### config.mk
export PLATFORM = sky130hd
export DESIGN_NAME = pc_sequencer
export DESIGN_NICKNAME = d
export VERILOG_FILES = /design/src/rtl/pc_sequencer.sv
export SDC_FILE = /design/constraint.sdc
export NUM_CORES = 1
export LEC_CHECK = 0
export BUFFER_PORTS_ARGS = -buffer_cell sky130_fd_sc_hd__buf_2
export CAP_MARGIN = 20
export CORE_AREA = 10 10 61 63
export CTS_BUF_LIST = sky130_fd_sc_hd__clkbuf_16
export DETAILED_ROUTE_END_ITERATION = 6
export DIE_AREA = 0 0 71 73
export GPL_TIMING_DRIVEN = 1
export PLACE_DENSITY = 0.76
export SLEW_MARGIN = 20
export SYNTH_ARGS = -nofsm -noshare
export SYNTH_HDL_FRONTEND = slang
export SYNTH_SLANG_ARGS = --single-unit
### constraint.sdc
create_clock -name clk -period 1.8 [get_ports clk]
set_input_delay 0.27 -clock clk [delete_from_list [all_inputs] [get_ports clk]]
set_output_delay 0.27 -clock clk [all_outputs]
set_load 0.02 [all_outputs]
### src/rtl/pc_sequencer.sv
// pc_sequencer: program-counter sequencer with boot, run, post-branch flush
// and halt states. Owns the 12-bit PC and presents it as a 16-bit fetch address.
//
// Optional feature: define PC_BRANCH_COUNT_EN to build a saturating counter of
// accepted branch redirects on branch_count. Without it the port is tied to
// zero and no counter flops exist.
module pc_sequencer (
  input  logic        clk,
  input  logic        rst_n,
  input  logic        stall,
  input  logic        is_cmpb_satisfied,
  input  logic [11:0] cmpb_address,
  input  logic        halt,
  input  logic        resume,
  output logic [15:0] instr_address,
  output logic        fetch_valid,
  output logic        flush,
  output logic        halted,
  output logic [15:0] branch_count
);

  localparam logic [1:0] ST_BOOT  = 2'd0;
  localparam logic [1:0] ST_RUN   = 2'd1;
  localparam logic [1:0] ST_FLUSH = 2'd2;
  localparam logic [1:0] ST_HALT  = 2'd3;

  logic [1:0]  state_q, state_d;
  logic [11:0] pc_q, pc_d;
  logic        redirect;

  // Next-state and next-PC selection; branch has priority over halt in RUN.
  always_comb begin
    // NOTE: every output of this block gets a default first so no path can
    // leave it unassigned and infer a latch.
    state_d  = state_q;
    pc_d     = pc_q;
    redirect = 1'b0;
    case (state_q)
      ST_BOOT: begin
        state_d = ST_RUN;
      end
      ST_RUN: begin
        if (!stall) begin
          if (is_cmpb_satisfied) begin
            pc_d     = cmpb_address;
            state_d  = ST_FLUSH;
            redirect = 1'b1;
          end else if (halt) begin
            state_d = ST_HALT;
          end else begin
            pc_d = pc_q + 12'd1;  // natural 12-bit wrap FFF -> 000
          end
        end
      end
      ST_FLUSH: begin
        state_d = ST_RUN;
      end
      ST_HALT: begin
        if (resume) begin
          pc_d    = pc_q + 12'd1;
          state_d = ST_RUN;
        end
      end
      default: begin
        state_d = ST_BOOT;
      end
    endcase
  end

  // State and PC registers; reset abandons any flush or halt in progress.
  always_ff @(posedge clk or negedge rst_n) begin
    if (!rst_n) begin
      state_q <= ST_BOOT;
      pc_q    <= 12'h000;
    end else begin
      // NOTE: non-blocking assignments so every flop samples pre-edge values.
      state_q <= state_d;
      pc_q    <= pc_d;
    end
  end

`ifdef PC_BRANCH_COUNT_EN
  logic [15:0] branch_count_q;

  // Count accepted redirects, holding at all-ones once full.
  always_ff @(posedge clk or negedge rst_n) begin
    if (!rst_n) begin
      branch_count_q <= 16'h0000;
    end else if (redirect && (branch_count_q != 16'hFFFF)) begin
      branch_count_q <= branch_count_q + 16'd1;
    end
  end

  assign branch_count = branch_count_q;
`else
  logic unused_redirect;
  assign unused_redirect = redirect;
  assign branch_count    = 16'h0000;
`endif

  // Outputs decode purely from state and PC.
  assign instr_address = {4'b0000, pc_q};
  assign fetch_valid   = (state_q == ST_RUN);
  assign flush         = (state_q == ST_FLUSH);
  assign halted        = (state_q == ST_HALT);

endmodule

==> results_tabular.tex, run 1 <==
\begin{tabular}{lr}
\hline
Metric & Value \\
\hline
\multicolumn{2}{l}{\textbf{Synth}} \\
Number of register bits inferred by synthesis & 14 \\
Most common cell in the netlist & sky130\_fd\_sc\_hd\_\_buf\_4 \\
Mean area per synthesized cell & 8.47 um\^{}2 \\
Post-synth top flop & sky130\_fd\_sc\_hd\_\_dfrtp\_1 \\
Portion of the post-synthesis area used by sequential elements & 31.6\% \\
Synthesized instance count & 131 \\
Netlist cell types & 44 \\
FFs w/ async S/R, synth & 100\% \\
Largest cells by area after synthesis & sky130\_fd\_sc\_hd\_\_dfrtp\_1, sky130\_fd\_sc\_hd\_\_buf\_4, sky130\_fd\_sc\_hd\_\_a31oi\_1, sky130\_fd\_sc\_hd\_\_a21oi\_1, sky130\_fd\_sc\_hd\_\_nand2\_1 \\
Biggest area consumer among synthesized cells & sky130\_fd\_sc\_hd\_\_dfrtp\_1 \\
Number of enable-type register cells in the synthesized netlist & 0 \\
Most numerous cell types in the synthesized netlist & sky130\_fd\_sc\_hd\_\_buf\_4, sky130\_fd\_sc\_hd\_\_dfrtp\_1, sky130\_fd\_sc\_hd\_\_nand2\_1, sky130\_fd\_sc\_hd\_\_a21oi\_1, sky130\_fd\_sc\_hd\_\_a31oi\_1 \\
Portion of synthesized cell area occupied by the leading cell type & 31.6\% \\
Synth Cell Area & 1110 um\^{}2 \\
Count of synthesis-stage warnings from yosys & 0 \\
\multicolumn{2}{l}{\textbf{Layout}} \\
Post-Route Utilization & 49.0\% \\
Layout Area Growth over Synthesis & 15.6\% \\
Final-stage net count & 181 \\
Number of diodes & 0 \\
Layout cells sized above 1 & 30.6\% \\
Filler Cells Inserted & 266 \\
\multicolumn{2}{l}{\textbf{Routing}} \\
WL per Instance & 16.2 um \\
Via-to-Cell Ratio & 5.52 \\
Overall via count from detail\_route & 1055 \\
Sum of routed wire length over all layers & 3090 um \\
Number of routed nets with antenna violations & 0 \\
Initial detailed-routing violation count & 105 \\
First-pass iteration count of the detailed router & 4 \\
Remaining routing DRC violations & 0 \\
\multicolumn{2}{l}{\textbf{Clock tree}} \\
CTS Root Cell & sky130\_fd\_sc\_hd\_\_clkbuf\_16 \\
Buffer depth of the longest clock path & 2 \\
Number of CTS-inserted buffers & 3 \\
Clock transition time at the flip-flop clock pins of the worst setup and hold paths & 0.04 ns \\
Sinks on Clock Net & 14 \\
Clock tree from TritonCTS & done \\
Clock latency at the later pin of the worst-skew pair & 0.25 ns \\
Number of buffers inserted by post-CTS setup repair & 0 \\
Depth of the CTS H-tree & 1 \\
\multicolumn{2}{l}{\textbf{Critical path}} \\
Worst path arrival time & 1.71 ns \\
Critical setup path kind & reg2reg \\
Critical Path RT & 1.93 ns \\
Cell with the largest stage delay on the worst path & sky130\_fd\_sc\_hd\_\_dfrtp\_1 \\
Endpoint kind of the worst setup timing path & flop \\
Critical Path Start Type & flop \\
Crit. Startpoint & state\_q[1] \\
Critical Path Fanout Max & 22 \\
Worst flop-to-flop path startpoint & state\_q[1] \\
Largest stage delay, worst path & 0.50 ns \\
Cell chain of the critical path & a21bo\_2, or4\_1, o221a\_2 \\
\multicolumn{2}{l}{\textbf{Global routing}} \\
Vias in the first global route & 1111 \\
Tot GR Track Use & 11.6\% \\
GRT overflow & 0 \\
Pin count of the biggest net entering global routing & 23 \\
Initial antenna violation count & 0 \\
Global-route wire length before repair & 5030 um \\
\multicolumn{2}{l}{\textbf{Power and ir drop}} \\
Leakage & 0.609 nW \\
Power Dens Cells & 1570 nW/um\^{}2 \\
Worst voltage drop across the vdd grid & 0.000819 V \\
\multicolumn{2}{l}{\textbf{Placement}} \\
GPL Wtd Cong & 0.884 \\
Post-detailed-placement half-perimeter wirelength & 2360 um \\
Quantity of I/O buffers inserted on ports & 32 \\
Worst Setup Slack post-DPL & 0.121 ns \\
\multicolumn{2}{l}{\textbf{STA}} \\
Part of the cycle the worst path needs & 87.8\% \\
Total count of hold-check failures in the final report & 0 \\
Fmax & 633 MHz \\
Setup TNS after final layout & 0 ns \\
Final number of setup-violating endpoints & 0 \\
Worst-case setup margin in the final layout & 0.219 ns \\
Minimum clock period after layout & 1.58 ns \\
Setup repair after global routing missed its margin & no \\
Count of pins over their slew limit & 0 \\
Worst hold slack & 0.259 ns \\
Clock Skews & 0.00383 ns \\
\multicolumn{2}{l}{\textbf{Die}} \\
Site Rows & 19 \\
Die area & 5180 um\^{}2 \\
\# IOs & 53 \\
Die Span X & 71 um \\
Initial Util & 42.4\% \\
Core outline area & 2620 um\^{}2 \\
Y dimension of the die & 73 um \\
\multicolumn{2}{l}{\textbf{Worst hold path}} \\
Worst min-delay path class & in2reg \\
Source of the worst hold timing path & is\_cmpb\_satisfied \\
\multicolumn{2}{l}{\textbf{Flow run}} \\
Max capacitance violation total & 0 \\
\multicolumn{2}{l}{\textbf{Run status}} \\
Result of the run & finished, final reports clean \\
\hline
\end{tabular}
-- report_power, final --
group          internal (mW)  total (mW)  switching [mW]
Sequential             0.447       0.642           0.195
Clock                  0.291       0.420           0.130
Combinational          0.343       0.954           0.611
-- cells by family after synthesis --
| logic type | synth area share [%] |
|---|---|
| simple gates | 21.1 |
| compound gates | 27.5 |
| buf+inv | 18.4 |
| flops | 31.6 |
| other cells | 0.338 |
| fa+ha+maj | 1.13 |
-- registers in the layout, indices dropped and copies added, names as in the netlist --
| register | cells |
|---|---|
| pc_q | 12 |
| state_q | 2 |
-- stage by stage --
stage | power [mW] | std cells | instance area [um^2]
6_report | 2.02 | 191 | 1280
3_3_place_gp | 1.56 | 187 | 1190
2_1_floorplan | 1.34 | 150 | 1180
5_1_grt | 2.16 | 191 | 1280
3_5_place_dp | 1.59 | 187 | 1190
4_1_cts | 2.03 | 191 | 1280
-- final timing paths --
path,slack (ns),to,cells past startpoint
max in group asynchronous,1.07,pc_q[0],2
min reg2reg,0.59,pc_q[0],1
min in group asynchronous,0.47,pc_q[4],2
max reg2reg,0.22,pc_q[11],3
max,0.22,pc_q[11],3
min,0.26,state_q[0],2
-- routing by layer --
layer / track usage (%) / share of wire (%)
met3: 3.27 / 8.6
met1: 11.8 / 38
met2: 20.7 / 51
met4: 6.88 / 2.3
met5: 0 / 0
-- worst max-delay path, delay by kind of cell, from the launching register on --
kind | cells | cell delay [ns]
AND/OR/NAND/NOR | 1 | 0.45
AO/OA/AOI/OAI | 2 | 0.52
flip-flops | 1 | 0.50
-- layout by cell type (no fill, tap or decap), types with 2 or more instances in the layout --
cell type / instances
sky130_fd_sc_hd__o21ai_0: 5
sky130_fd_sc_hd__clkbuf_16: 3
sky130_fd_sc_hd__buf_4: 2
sky130_fd_sc_hd__nand4_1: 3
sky130_fd_sc_hd__a22o_1: 2
sky130_fd_sc_hd__dfrtp_1: 14
sky130_fd_sc_hd__and2_1: 3
sky130_fd_sc_hd__nand3_1: 6
sky130_fd_sc_hd__nor4_1: 2
sky130_fd_sc_hd__o22ai_1: 4
sky130_fd_sc_hd__nand2_1: 12
sky130_fd_sc_hd__nor2_1: 4
sky130_fd_sc_hd__a31oi_1: 9
sky130_fd_sc_hd__conb_1: 20
sky130_fd_sc_hd__a21oi_1: 9
sky130_fd_sc_hd__buf_2: 32
sky130_fd_sc_hd__nand2b_1: 2
-- final cells by class --
cell class	count	area [um^2]	share of cell area (%)
Sequential cell	14	350	27.3
Multi-Input combinational cell	107	629	49.1
Timing Repair Buffer	35	185	14.4
Clock buffer	3	75.1	5.85
Inverter	1	3.75	0.293
Tap cell	31	38.8	3.02
-- what timing repair did --
action | in CTS | in global routing
hold buffers | 1 | 0
endpoints found under the hold margin | 14 | 0
resized for setup | 0 | 1
endpoints found under the setup margin | 0 | 3
Note: power is estimated with default switching activity, not from simulation.
==> run 2: changes to the inputs <==
Settings changed: CELL_PAD_IN_SITES_DETAIL_PLACEMENT set to 1, CELL_PAD_IN_SITES_GLOBAL_PLACEMENT set to 2, CORE_AREA 10 10 61 63 to 10 10 78 80, DIE_AREA 0 0 71 73 to 0 0 88 90, PLACE_DENSITY 0.76 to 0.82.
==> run 2 against run 1 <==
Final area is 2.5% higher. Wire length is 16% higher. Die area is 53% higher. Sequential power is 1% higher. Sequential cell count stayed put. Register-to-register slack worse by 0.04 ns. Largest cell class unchanged.
==> results_tabular.tex, run 2 (synthesized netlist as in run 1, its figures left out) <==
\begin{tabular}{lr}
\hline
Metric & Value \\
\hline
\multicolumn{2}{l}{\textbf{Routing}} \\
Number of routed nets with antenna violations & 0 (unchanged) \\
Remaining routing DRC violations & 0 (unchanged) \\
WL per Instance & 16.8 um (+3.5\%) \\
First-pass iteration count of the detailed router & 4 (unchanged) \\
Initial detailed-routing violation count & 35 (-67\%) \\
Overall via count from detail\_route & 1036 (-1.8\%) \\
Sum of routed wire length over all layers & 3600 um (+16\%) \\
Via-to-Cell Ratio & 4.82 (-13\%) \\
\multicolumn{2}{l}{\textbf{Critical path}} \\
Endpoint kind of the worst setup timing path & flop \\
Worst path arrival time & 1.73 ns (+0.02 ns) \\
Critical Path Fanout Max & 22 (unchanged) \\
Worst flop-to-flop path startpoint & state\_q[1] \\
Critical setup path kind & reg2reg \\
Critical Path Start Type & flop \\
Setup slack of the most critical reg-to-reg path & 0.18 ns (-0.04 ns) \\
FF-to-FF path depth & 4 (+1) \\
End of the worst register-to-register path & pc\_q[6] \\
Critical Path RT & 1.91 ns (-0.02 ns) \\
\multicolumn{2}{l}{\textbf{Die}} \\
Core outline area & 4600 um\^{}2 (+76\%) \\
Die area & 7920 um\^{}2 (+53\%) \\
Die Span X & 88 um (+24\%) \\
Y dimension of the die & 90 um (+23\%) \\
Site Rows & 25 (+6) \\
Initial Util & 24.1\% (-18 points) \\
\# IOs & 53 (unchanged) \\
\multicolumn{2}{l}{\textbf{Global routing}} \\
Vias in the first global route & 1135 (+2.2\%) \\
Tot GR Track Use & 8.95\% (-2.6 points) \\
Pin count of the biggest net entering global routing & 23 (unchanged) \\
Global-route wire length before repair & 5770 um (+15\%) \\
GRT overflow & 0 (unchanged) \\
Initial antenna violation count & 0 (unchanged) \\
\multicolumn{2}{l}{\textbf{Layout}} \\
Top flop regs & pc\_q x12, state\_q x2 \\
Max FFs per register & 12 (unchanged) \\
Most common cell after layout, fill and taps aside & sky130\_fd\_sc\_hd\_\_buf\_2 \\
Register name with the most flops & pc\_q \\
Number of diodes & 0 (unchanged) \\
Post-Route Utilization & 28.6\% (-20 points) \\
Final-stage net count & 181 (unchanged) \\
Layout Area Growth over Synthesis & 18.5\% \\
Highest-count cells in the layout ignoring fill and taps & sky130\_fd\_sc\_hd\_\_buf\_2, sky130\_fd\_sc\_hd\_\_conb\_1, sky130\_fd\_sc\_hd\_\_dfrtp\_1 \\
Layout cells sized above 1 & 30.4\% (-0.19 points) \\
\multicolumn{2}{l}{\textbf{STA}} \\
Setup repair after global routing missed its margin & no \\
Setup TNS after final layout & 0 ns (unchanged) \\
Clock Skews & 0.00212 ns (-0.00171 ns) \\
Worst-case setup margin in the final layout & 0.178 ns (-0.0412 ns) \\
Minimum clock period after layout & 1.62 ns (+0.0412 ns) \\
Total count of hold-check failures in the final report & 0 (unchanged) \\
Count of pins over their slew limit & 0 (unchanged) \\
Part of the cycle the worst path needs & 90.1\% (+2.3 points) \\
Final number of setup-violating endpoints & 0 (unchanged) \\
Fmax & 617 MHz (-2.5\%) \\
\multicolumn{2}{l}{\textbf{Power and ir drop}} \\
Share of total power in combinational logic & 47.1\% (-0.2 points) \\
Power share of the sequential group & 31.5\% (-0.3 points) \\
Power Dens Cells & 1570 nW/um\^{}2 (-0.11\%) \\
Leakage & 0.610 nW (+0.26\%) \\
Internal portion of total power & 1.08 mW (+0.31\%) \\
Fraction of power spent switching nets & 47.5\% (+1.1 points) \\
Net switching component of the power & 0.981 mW (+4.9\%) \\
Worst voltage drop across the vdd grid & 0.000500 V (-39\%) \\
Fraction of power consumed by the clock network & 21.5\% (+0.6 points) \\
Power after layout & 2.06 mW (+2.4\%) \\
\multicolumn{2}{l}{\textbf{Worst hold path}} \\
Worst min-delay path class & in2reg \\
Source of the worst hold timing path & is\_cmpb\_satisfied \\
Cells on Worst Hold Path & 2 (unchanged) \\
Worst hold endpoint & state\_q[0] \\
\multicolumn{2}{l}{\textbf{Flow run}} \\
Max capacitance violation total & 0 (unchanged) \\
\multicolumn{2}{l}{\textbf{Clock tree}} \\
Buffer depth of the longest clock path & 2 (unchanged) \\
Number of CTS-inserted buffers & 3 (unchanged) \\
Depth of the CTS H-tree & 1 (unchanged) \\
Clock transition time at the flip-flop clock pins of the worst setup and hold paths & 0.05 ns (about the same) \\
Clock latency at the later pin of the worst-skew pair & 0.25 ns (about the same) \\
Sinks on Clock Net & 14 (unchanged) \\
CTS Root Cell & sky130\_fd\_sc\_hd\_\_clkbuf\_16 \\
Clock tree from TritonCTS & done \\
\multicolumn{2}{l}{\textbf{Placement}} \\
Worst Setup Slack post-DPL & 0.0919 ns (-0.0288 ns) \\
Quantity of I/O buffers inserted on ports & 32 (unchanged) \\
Post-detailed-placement half-perimeter wirelength & 2760 um (+17\%) \\
GPL Wtd Cong & 0.738 (-17\%) \\
\multicolumn{2}{l}{\textbf{Run status}} \\
Result of the run & finished, final reports clean \\
\hline
\end{tabular}
run 2: changes by cell type in the layout (fill, tap and decap cells not counted):
| cell | delta |
|---|---|
| sky130_fd_sc_hd__clkinv_1 | +1 |
run 2: layout make-up:
type / instances / area [um^2]
clock inverters: 1 / 3.75
clock buffers: 3 / 75.1
multi-input cells: 107 / 629
inverters: 1 / 3.75
fillers: 571 / 3280
flip-flops and latches: 14 / 350
well taps: 54 / 67.6
repair buffers: 35 / 185
run 2: per-stage QoR:
step | area, um^2 | hold WS [ns] | instances
floorplan | 1180 | -0.0256 | 150
global placement | 1220 | 0.194 | 210
detailed placement | 1220 | 0.200 | 210
CTS | 1310 | 0.256 | 215
global route | 1320 | 0.276 | 215
finish | 1320 | 0.251 | 215
run 2: worst max-delay path by stage:
stage	slack [ns]	endpoint	cells past startpoint	startpoint
3_5_place_dp	0.09	pc_q[11]	4	state_q[1]
2_1_floorplan	0.30	pc_q[10]	5	pc_q[0]
6_report	0.18	pc_q[6]	4	state_q[1]
4_1_cts	0.08	pc_q[11]	4	state_q[1]
5_1_grt	0.02	pc_q[6]	4	state_q[1]
3_3_place_gp	0.14	pc_q[11]	4	state_q[1]
run 2: per-layer routing:
metal / vias up / track usage (%) / share of wire, %
met5: - / 0 / 0
met1: 488 / 11.3 / 45
met3: 5 / 3.70 / 9.7
li1: 505 / - / -
met2: 38 / 12.9 / 44
met4: 0 / 3.99 / 1.6
run 2: worst max-delay path, stage by stage (launching register included):
cell                      delay [ns]
sky130_fd_sc_hd__dfrtp_1        0.55
sky130_fd_sc_hd__a21bo_2        0.46
sky130_fd_sc_hd__nand2_1        0.12
sky130_fd_sc_hd__o32ai_1        0.24
sky130_fd_sc_hd__a21oi_1        0.10
run 2: repair_timing:
action | in CTS | in global routing
gates resized for setup | 0 | 1
buffers inserted | 0 | 0
setup endpoints to repair | 0 | 2
hold buffers | 1 | 0
hold endpoints to repair | 14 | 0
run 2: power by group through the flow:
| stage | Combinational (mW) | Clock, mW | Sequential [mW] |
|---|---|---|---|
| 2_1_floorplan | 0.594 | 0 | 0.750 |
| 4_1_cts | 0.984 | 0.443 | 0.653 |
| 6_report | 0.972 | 0.444 | 0.649 |
| 5_1_grt | 1.08 | 0.461 | 0.685 |
| 3_3_place_gp | 0.968 | 0 | 0.651 |
| 3_5_place_dp | 0.981 | 0 | 0.656 |
==> run 3: changes to the inputs <==
Settings changed: CORE_AREA 10 10 78 80 to 10 10 106 61, DIE_AREA 0 0 88 90 to 0 0 116 71, RECOVER_POWER set to 100.
==> run 3 against run 2 <==
Total power up 1.8%. Final cell count up 5.1%. First-iteration DRC count up 20%. Critical path type unchanged. Sequential share of layout area down 0.18 points. Critical endpoint is now pc_q[2].
==> results_tabular.tex, run 3 (synthesized netlist as in run 1, its figures left out) <==
\begin{tabular}{lr}
\hline
Metric & Value \\
\hline
\multicolumn{2}{l}{\textbf{Layout}} \\
Most common cell after layout, fill and taps aside & sky130\_fd\_sc\_hd\_\_conb\_1 \\
Layout cells sized above 1 & 22.3\% (-8.1 points) \\
Max FFs per register & 12 (unchanged) \\
Post-Route Utilization & 28.3\% (-0.34 points) \\
Highest-count cells in the layout ignoring fill and taps & sky130\_fd\_sc\_hd\_\_conb\_1, sky130\_fd\_sc\_hd\_\_buf\_2, sky130\_fd\_sc\_hd\_\_clkbuf\_1 \\
Top flop regs & pc\_q x12, state\_q x2 \\
Post-Layout Inst Area & 1320 um\^{}2 (+0.67\%) \\
Layout Area Growth over Synthesis & 19.3\% \\
Final-stage net count & 186 (+2.8\%) \\
Number of diodes & 0 (unchanged) \\
Register name with the most flops & pc\_q \\
\multicolumn{2}{l}{\textbf{Critical path}} \\
Critical Path Fanout Max & 10 (-55\%) \\
Worst flop-to-flop path startpoint & state\_q[1] \\
Setup slack of the most critical reg-to-reg path & 0.11 ns (-0.07 ns) \\
Critical path destination & pc\_q[2] \\
Worst path arrival time & 1.82 ns (+0.09 ns) \\
Crit. Startpoint & state\_q[1] \\
FF-to-FF path depth & 5 (+1) \\
Critical Path RT & 1.93 ns (+0.02 ns) \\
End of the worst register-to-register path & pc\_q[2] \\
Endpoint kind of the worst setup timing path & flop \\
Critical Path Start Type & flop \\
Critical setup path kind & reg2reg \\
\multicolumn{2}{l}{\textbf{Clock tree}} \\
Sinks on Clock Net & 14 (unchanged) \\
Buffer depth of the longest clock path & 2 (unchanged) \\
Number of CTS-inserted buffers & 3 (unchanged) \\
Number of buffers inserted by post-CTS setup repair & 0 (unchanged) \\
Clock latency at the later pin of the worst-skew pair & 0.25 ns (about the same) \\
Clock transition time at the flip-flop clock pins of the worst setup and hold paths & 0.05 ns (about the same) \\
Clock tree from TritonCTS & done \\
Depth of the CTS H-tree & 1 (unchanged) \\
CTS Root Cell & sky130\_fd\_sc\_hd\_\_clkbuf\_16 \\
\multicolumn{2}{l}{\textbf{Power and ir drop}} \\
Worst voltage drop across the vdd grid & 0.000365 V (-27\%) \\
Leakage & 0.589 nW (-3.6\%) \\
Power Dens Cells & 1590 nW/um\^{}2 (+1.1\%) \\
\multicolumn{2}{l}{\textbf{STA}} \\
Clock Skews & 0.00294 ns (+0.000818 ns) \\
Total count of hold-check failures in the final report & 0 (unchanged) \\
Minimum clock period after layout & 1.69 ns (+0.0661 ns) \\
Part of the cycle the worst path needs & 93.8\% (+3.7 points) \\
Normalized max-slew margin & 43.1\% \\
Final number of setup-violating endpoints & 0 (unchanged) \\
Setup TNS after final layout & 0 ns (unchanged) \\
Setup repair after global routing missed its margin & no \\
Fmax & 592 MHz (-3.9\%) \\
Slew at the pin closest to its max-slew limit & 0.854 ns \\
Count of pins over their slew limit & 0 (unchanged) \\
\multicolumn{2}{l}{\textbf{Die}} \\
Y dimension of the die & 71 um (-21\%) \\
Site Rows & 18 (-28\%) \\
Initial Util & 23.7\% (-0.44 points) \\
Core outline area & 4680 um\^{}2 (+1.9\%) \\
Die area & 8240 um\^{}2 (+4.0\%) \\
Die Span X & 116 um (+32\%) \\
\# IOs & 53 (unchanged) \\
\multicolumn{2}{l}{\textbf{Global routing}} \\
Global-route wire length before repair & 6130 um (+6.2\%) \\
GRT overflow & 0 (unchanged) \\
Vias in the first global route & 1125 (-0.88\%) \\
Initial antenna violation count & 0 (unchanged) \\
Tot GR Track Use & 9.57\% (+0.61 points) \\
Pin count of the biggest net entering global routing & 23 (unchanged) \\
\multicolumn{2}{l}{\textbf{Worst hold path}} \\
Worst min-delay path class & in2reg \\
Source of the worst hold timing path & is\_cmpb\_satisfied \\
\multicolumn{2}{l}{\textbf{Routing}} \\
Initial detailed-routing violation count & 42 (+20\%) \\
Sum of routed wire length over all layers & 3990 um (+11\%) \\
WL per Instance & 17.6 um (+5.3\%) \\
First-pass iteration count of the detailed router & 4 (unchanged) \\
Remaining routing DRC violations & 0 (unchanged) \\
Overall via count from detail\_route & 1074 (+3.7\%) \\
Number of routed nets with antenna violations & 0 (unchanged) \\
Via-to-Cell Ratio & 4.75 (-1.4\%) \\
\multicolumn{2}{l}{\textbf{Placement}} \\
Post-detailed-placement half-perimeter wirelength & 3220 um (+17\%) \\
GPL Wtd Cong & 0.833 (+13\%) \\
Instance area at placement & 1270 um\^{}2 (+3.7\%) \\
Quantity of I/O buffers inserted on ports & 32 (unchanged) \\
\multicolumn{2}{l}{\textbf{Flow run}} \\
Max capacitance violation total & 0 (unchanged) \\
\multicolumn{2}{l}{\textbf{Run status}} \\
Result of the run & finished, final reports clean \\
\hline
\end{tabular}
[run 3: cell count changes in the layout (fill, tap and decap cells not counted), sizes merged]
| cell | delta |
|---|---|
| buf | -13 |
| clkbuf | +18 |
[run 3: per-layer routing]
| layer | vias up | GRT usage [%] | wire length [um] |
|---|---|---|---|
| met5 | - | 0 | 0 |
| met4 | 0 | 2.62 | 36 |
| met3 | 4 | 4.80 | 387 |
| met2 | 41 | 12.9 | 1660 |
| met1 | 516 | 12.9 | 1910 |
| li1 | 513 | - | - |
[run 3: critical path, stage by stage, from the launching register on]
cell	delay (ns)
sky130_fd_sc_hd__dfrtp_1	0.50
sky130_fd_sc_hd__nor2_4	0.17
sky130_fd_sc_hd__a22oi_2	0.07
sky130_fd_sc_hd__nor2_1	0.48
sky130_fd_sc_hd__clkbuf_2	0.27
sky130_fd_sc_hd__a2bb2oi_1	0.08
[run 3: worst min path at each step]
stage	end	depth (start not counted)
floorplan	pc_q[0]	0
global placement	pc_q[9]	1
detailed placement	pc_q[11]	1
CTS	state_q[0]	2
global route	pc_q[1]	3
finish	state_q[0]	2
[run 3: power breakdown]
group          switching (mW)  leakage (nW)  internal (mW)
sequential              0.217         0.158          0.446
combinational           0.665         0.392          0.336
clock                   0.142        0.0385          0.295
total                    1.02         0.589           1.08
[run 3: cell type report]
type                    instances  area [um^2]
clock buffers                   3         75.1
multi-input cells             107          619
fillers                       587         3360
well taps                      60         75.1
inverters                       1         3.75
repair buffers                 40          196
flip-flops and latches         14          350
clock inverters                 1         3.75
[run 3: repair_timing]
action | in CTS | in global routing
hold endpoints to repair | 14 | 0
gates resized for setup | 0 | 0
hold buffers | 1 | 0
[run 3: through the flow]
stage	worst slack, ns	hold slack, ns	std cells	power (mW)
3_5_place_dp	0.171	0.202	221	1.70
6_report	0.112	0.274	226	2.10
3_3_place_gp	0.213	0.188	221	1.69
4_1_cts	0.161	0.272	226	2.15
5_1_grt	0.00332	0.288	226	2.26
2_1_floorplan	0.299	-0.0256	150	1.34
